## config.mk

```make
export PLATFORM = sky130hd
export DESIGN_NAME = dice_roller_display
export DESIGN_NICKNAME = d
export VERILOG_FILES = /design/src/rtl/dice_roller_display.sv
export SDC_FILE = /design/constraint.sdc
export NUM_CORES = 1
export LEC_CHECK = 0
export ABC_AREA = 1
export CAP_MARGIN = 25
export CORE_ASPECT_RATIO = 1.25
export CORE_MARGIN = 2
export CORE_UTILIZATION = 63
export CTS_CLUSTER_SIZE = 8
export DETAILED_ROUTE_END_ITERATION = 7
export DONT_BUFFER_PORTS = 1
export PLACE_DENSITY = 0.91
export REMOVE_ABC_BUFFERS = 1
export SYNTH_ARGS = -nofsm -noshare
export SYNTH_HDL_FRONTEND = slang
export SYNTH_SLANG_ARGS = --single-unit
```

## constraint.sdc

```tcl
create_clock -name i_Clk -period 2.3 [get_ports i_Clk]
set_clock_uncertainty 0.2 [all_clocks]
set_input_delay 0.46 -clock i_Clk [delete_from_list [all_inputs] [get_ports i_Clk]]
set_output_delay 0.46 -clock i_Clk [all_outputs]
set_load 0.005 [all_outputs]
```

## src/rtl/dice_roller_display.sv

```systemverilog
// Dice roller: LFSR-driven tumbling animation, then hold and pulse done; registered pip decode per die.
// Optional per-die hold during a roll is enabled by defining DICE_HOLD_EN.
module dice_pip_decode (
  input  logic       i_Clk,
  input  logic       i_Reset,
  input  logic [2:0] i_Value,
  output logic [6:0] o_Pips
);
  always_ff @(posedge i_Clk) begin
    if (i_Reset) o_Pips <= 7'b0000000;
    else begin
      case (i_Value)
        3'd1:    o_Pips <= 7'b0000001;
        3'd2:    o_Pips <= 7'b1000010;
        3'd3:    o_Pips <= 7'b1000011;
        3'd4:    o_Pips <= 7'b1100110;
        3'd5:    o_Pips <= 7'b1100111;
        3'd6:    o_Pips <= 7'b1111110;
        default: o_Pips <= 7'b0000000;
      endcase
    end
  end
endmodule

module dice_roller_display #(
  parameter int          NUM_DICE    = 2,
  parameter int          TICK_CYCLES = 2500000,
  parameter int          ROLL_TICKS  = 20,
  parameter logic [15:0] LFSR_SEED   = 16'hACE1
) (
  input  logic                    i_Clk,
  input  logic                    i_Reset,
  input  logic                    i_Roll,
  input  logic                    i_Load,
  input  logic [3*NUM_DICE-1:0]   i_Load_Values,
  input  logic [NUM_DICE-1:0]     i_Hold,
  output logic                    o_Busy,
  output logic                    o_Done,
  output logic [3*NUM_DICE-1:0]   o_Values,
  output logic [7*NUM_DICE-1:0]   o_Dice
);
  localparam int TCW = $clog2(TICK_CYCLES + 1);
  localparam int RCW = $clog2(ROLL_TICKS + 1);

  typedef enum logic [1:0] {S_IDLE, S_ROLLING, S_DONE} state_t;

  state_t                     r_State;
  logic [15:0]                r_Lfsr;
  logic [TCW-1:0]             r_Tick_Cnt;
  logic [RCW-1:0]             r_Roll_Cnt;
  logic [NUM_DICE-1:0][2:0]   r_Values;
  logic                       r_Busy;
  logic                       r_Done;

  logic                       w_Feedback;
  logic                       w_Tick_Term;
  logic [NUM_DICE-1:0][2:0]   w_Draw;
  logic [NUM_DICE-1:0]        w_Held;
  logic [NUM_DICE-1:0]        w_Take;
  logic [NUM_DICE-1:0][6:0]   w_Pips;

  assign w_Feedback  = r_Lfsr[15] ^ r_Lfsr[13] ^ r_Lfsr[12] ^ r_Lfsr[10];
  assign w_Tick_Term = (r_Tick_Cnt == TCW'(TICK_CYCLES - 1));

`ifdef DICE_HOLD_EN
  assign w_Held = i_Hold;
`else
  logic w_unused_hold;
  assign w_unused_hold = ^i_Hold;
  assign w_Held = '0;
`endif

  // Each die draws its own 3-bit LFSR slice; 0 and 7 are rejected so the face keeps its value.
  for (genvar k = 0; k < NUM_DICE; k++) begin : g_die
    assign w_Draw[k] = r_Lfsr[3*k +: 3];
    assign w_Take[k] = (w_Draw[k] != 3'd0) && (w_Draw[k] != 3'd7) && !w_Held[k];
    dice_pip_decode u_pip (
      .i_Clk   (i_Clk),
      .i_Reset (i_Reset),
      .i_Value (r_Values[k]),
      .o_Pips  (w_Pips[k])
    );
  end

  always_ff @(posedge i_Clk) begin
    if (i_Reset) begin
      r_State    <= S_IDLE;
      r_Lfsr     <= LFSR_SEED;
      r_Tick_Cnt <= '0;
      r_Roll_Cnt <= '0;
      r_Values   <= '0;
      r_Busy     <= 1'b0;
      r_Done     <= 1'b0;
    end else begin
      r_Lfsr <= {r_Lfsr[14:0], w_Feedback};
      r_Done <= 1'b0;
      case (r_State)
        S_IDLE: begin
          if (i_Roll) begin
            r_State    <= S_ROLLING;
            r_Busy     <= 1'b1;
            r_Tick_Cnt <= '0;
            r_Roll_Cnt <= '0;
          end else if (i_Load) begin
            r_Values <= i_Load_Values;
          end
        end
        S_ROLLING: begin
          if (w_Tick_Term) begin
            r_Tick_Cnt <= '0;
            for (int k = 0; k < NUM_DICE; k++)
              if (w_Take[k]) r_Values[k] <= w_Draw[k];
            if (r_Roll_Cnt == RCW'(ROLL_TICKS - 1)) begin
              r_State    <= S_DONE;
              r_Busy     <= 1'b0;
              r_Done     <= 1'b1;
              r_Roll_Cnt <= '0;
            end else begin
              r_Roll_Cnt <= r_Roll_Cnt + 1'b1;
            end
          end else begin
            r_Tick_Cnt <= r_Tick_Cnt + 1'b1;
          end
        end
        S_DONE:  r_State <= S_IDLE;
        default: r_State <= S_IDLE;
      endcase
    end
  end

  assign o_Busy   = r_Busy;
  assign o_Done   = r_Done;
  assign o_Values = r_Values;
  assign o_Dice   = w_Pips;
endmodule
```

==> qor.yml <==
power_and_ir_drop:
  leakagePower_uw: 0.00131
  ir_drop_v: 0.000806
  p_per_area_nw_per_um2: 748
floorplanning:
  rows: 28
  fp.coreArea_sq_um: 4660
  io_pins: 34
  die_h_microns: 81.3
  die_area_sq_um: 5350
  dieWidth_microns: 65.8
  start_util: 0.646
finish:
  diodes: 0
  drive_above_1_share: 0.133
  instances_no_fill: 488
  finalInstanceArea_sq_um: 3220
  area_delta_synth_final_pct: 6.86
  nFillCells: 357
  nNetsFinal: 438
sta:
  slew_headroom: 0.739
  grt_setup_unrepaired: "false"
  fin_crit_sh: 0.860
  tightest_slew_ns: 0.389
  final-setup-viol-count: 0
  postLayoutSetupSlackWorst_ns: 0.323
  setup_tns_ns: 0
  drv_slew: 0
  fmax_mhz: 506
  fin_crit_ns: 1.98
  finalHoldViolCount: 0
hold_path:
  min_path_type: "in -> reg"
global_route:
  groute.usage.overall: 0.253
  grt_pass1_vias: 2396
  grt_pass1_wl_mm: 10.3
  grt_max_degree: 29
  grt.overflow.total: 0
  grt_antenna_before_repair: 0
clock_tree:
  clockBufferDepth: 2
  cts_root_buffer: "clkbuf_8"
  cts.htree.levels: 3
  numCtsBuffers: 9
  ctsResizeCount: 0
  cts_sinks: 61
  cts_tree: "built"
  clock_latency_ns: 0.34
  clk_pin_slew_worst_paths_ns: 0.07
critical_path:
  r2r_slack_ns: 0.32
  cp_max_fo: 15
  cp_slowest_cell: "dfxtp_1"
  worstSetupPathType: "reg -> reg"
  required_ns: 2.32
  critPathMostFrequentCell: "nand2_4"
  cp-end-kind: "flip-flop"
  arrival_ns: 2.00
  slowest_delay_ns: 0.38
  worstPathCellList: "ha_1 -> nand2_2 -> inv_1 -> nand2_1 -> nor2_1 -> nand3_2 -> nand2_4 -> nand2_4 -> nand2_4 -> nor3_1"
  crit_path_start_kind: "flip-flop"
yosys:
  synth-compound-area-share: 0.0694
  ys_dominant_reg_cell: "dfxtp_1"
  ys_types: 37
  synth_edf_count: 0
  ys_seq_area_frac: 0.406
  ys_top_cells_by_area: "dfxtp_1, nand2_1, nand3_1"
  muxShareOfSynthArea: 0
  syn_inst: 425
  synthSimpleGateAreaFrac: 0.376
  synth_top_family_by_area: "simple AND/OR/NAND/NOR gates"
  syn_area_per_cell_sq_um: 7.08
  synth.largest_area_cell: "dfxtp_1"
  ys_seq_elements: 61
  synthAdderAreaFrac: 0.00831
  syn_area_sq_um: 3010
  async_flop_share: 0
  ys_warn_count: 0
  synthXorXnorAreaFrac: 0.0320
  synth.top_cell.area_share: 0.406
place:
  dpl_cell_area_sq_um: 2960
  place_hpwl_mm: 4.23
  portBuffers: 0
  dp_slack_ns: 0.365
  routabilityCongestion: 0.903
  dp_cells: 470
run:
  cap_violations: 0
detailed_routing:
  drc: 0
  viasPerCell: 5.34
  ant_nets: 0
  wl_mm: 6.24
  drtIter0Drc: 238
  drt_first_pass_iters: 5
  wire_per_inst_microns: 12.8
  vias: 2604
status:
  status: "finished, final reports clean"
-- per-layer routing --
metal / global-route usage / routed length [microns] / vias up
met3: 0.0609 / 226 / 15
met5: 0 / 0 / -
met1: 0.297 / 2710 / 1195
li1: - / - / 1338
met2: 0.425 / 3170 / 56
met4: 0.135 / 142 / 0
-- report_power, final --
part | total [uW] | switching [uW] | internal (uW) | leakage (uW)
clock | 1000 | 417 | 583 | 0.000108
combinational | 256 | 176 | 80.4 | 0.000701
sequential | 1150 | 43.8 | 1110 | 0.000498
-- synth_stat cells (2+ instances only) --
| cell | count |
|---|---|
| ha_1 | 2 |
| nand2_2 | 5 |
| inv_4 | 2 |
| nand2_4 | 3 |
| nor2_4 | 4 |
| a21oi_2 | 2 |
| inv_1 | 46 |
| nor3_1 | 10 |
| nand2_1 | 93 |
| nor2_2 | 10 |
| nor2_1 | 56 |
| nand3_1 | 45 |
| clkbuf_1 | 3 |
| o21ai_0 | 11 |
| a21oi_1 | 21 |
| dfxtp_1 | 61 |
| buf_4 | 6 |
| buf_6 | 2 |
| o21ai_1 | 2 |
| nand4_1 | 4 |
| inv_2 | 4 |
| or2_2 | 8 |
| xnor2_1 | 4 |
| xor2_1 | 7 |
| nand3_2 | 2 |
-- cell families (layout without fill, tap and decap cells) --
logic type               Yosys count  after routing
buffers and inverters             68             71
AO/OA/AOI/OAI                     39             39
XOR/XNOR                          11             11
AND/OR/NAND/NOR                  244            244
adder cells (fa/ha/maj)            2              2
flip-flops                        61             61
-- through the flow --
step           hold WS [ns]  total power (uW)   util
2_1_floorplan         0.188              1350      -
3_3_place_gp          0.191              1400  0.636
3_5_place_dp          0.195              1410  0.636
4_1_cts             0.00227              2400  0.683
5_1_grt              0.0106              2480  0.690
6_report             0.0210              2410  0.690
-- what timing repair did --
action	CTS	global route
hold buffers	1	1
setup buffers	0	0
endpoints found under the hold margin	28	1
-- worst paths after layout --
check / from / to / cells after the start
worst max-delay path: r_Tick_Cnt[1]$_SDFFE_PP0P_ / r_Tick_Cnt[12]$_SDFFE_PP0P_ / 10
worst min-delay path: i_Reset / r_Lfsr[7]$_SDFF_PP1_ / 1
worst max register to register: r_Tick_Cnt[1]$_SDFFE_PP0P_ / r_Tick_Cnt[12]$_SDFFE_PP0P_ / 10
worst min register to register: r_Lfsr[8]$_SDFF_PP0_ / r_Lfsr[9]$_SDFF_PP0_ / 2
-- registers in the layout, summed over array words and instances (netlist names) --
register            count
g_die.u_pip.o_Pips      8
o_Busy                  1
o_Done                  1
o_Values                6
r_Lfsr                 16
r_Roll_Cnt              5
r_State                 2
r_Tick_Cnt             22
-- placed cells by master, fill, tap and decap left out, types with 2 or more instances in the layout --
cell / Yosys / layout
nand4_1: 4 / 4
nor3_1: 10 / 10
nand2_4: 3 / 3
nor2_2: 10 / 10
nand2_2: 5 / 5
inv_1: 46 / 46
nand3_1: 45 / 45
ha_1: 2 / 2
o21ai_1: 2 / 2
a21oi_2: 2 / 2
xor2_1: 7 / 7
inv_4: 2 / 2
or2_2: 8 / 8
nor2_4: 4 / 4
xnor2_1: 4 / 4
nor2_1: 56 / 56
nand3_2: 2 / 2
clkbuf_8: 0 / 12
o21ai_0: 11 / 11
dfxtp_1: 61 / 61
nand2_1: 93 / 93
a21oi_1: 21 / 21
inv_2: 4 / 4
dlygate4sd3_1: 0 / 2
-- area by class of cell --
| class | count | area [sq um] | area share |
|---|---|---|---|
| flip-flops and latches | 61 | 1220 | 0.380 |
| inverters | 53 | 204 | 0.0634 |
| clock buffers | 12 | 165 | 0.0513 |
| repair buffers | 3 | 45.0 | 0.0140 |
| multi-input cells | 296 | 1460 | 0.455 |
| clock inverters | 3 | 43.8 | 0.0136 |
| well taps | 60 | 75.1 | 0.0233 |
-- critical path: cells and delay by family, from the launching register on --
| family | cells | cell delay, ns |
|---|---|---|
| simple gates | 8 | 1.01 |
| flops | 1 | 0.38 |
| fa+ha+maj | 1 | 0.20 |
| buf+inv | 1 | 0.06 |
No activity file was read; power rests on OpenSTA's default activity.
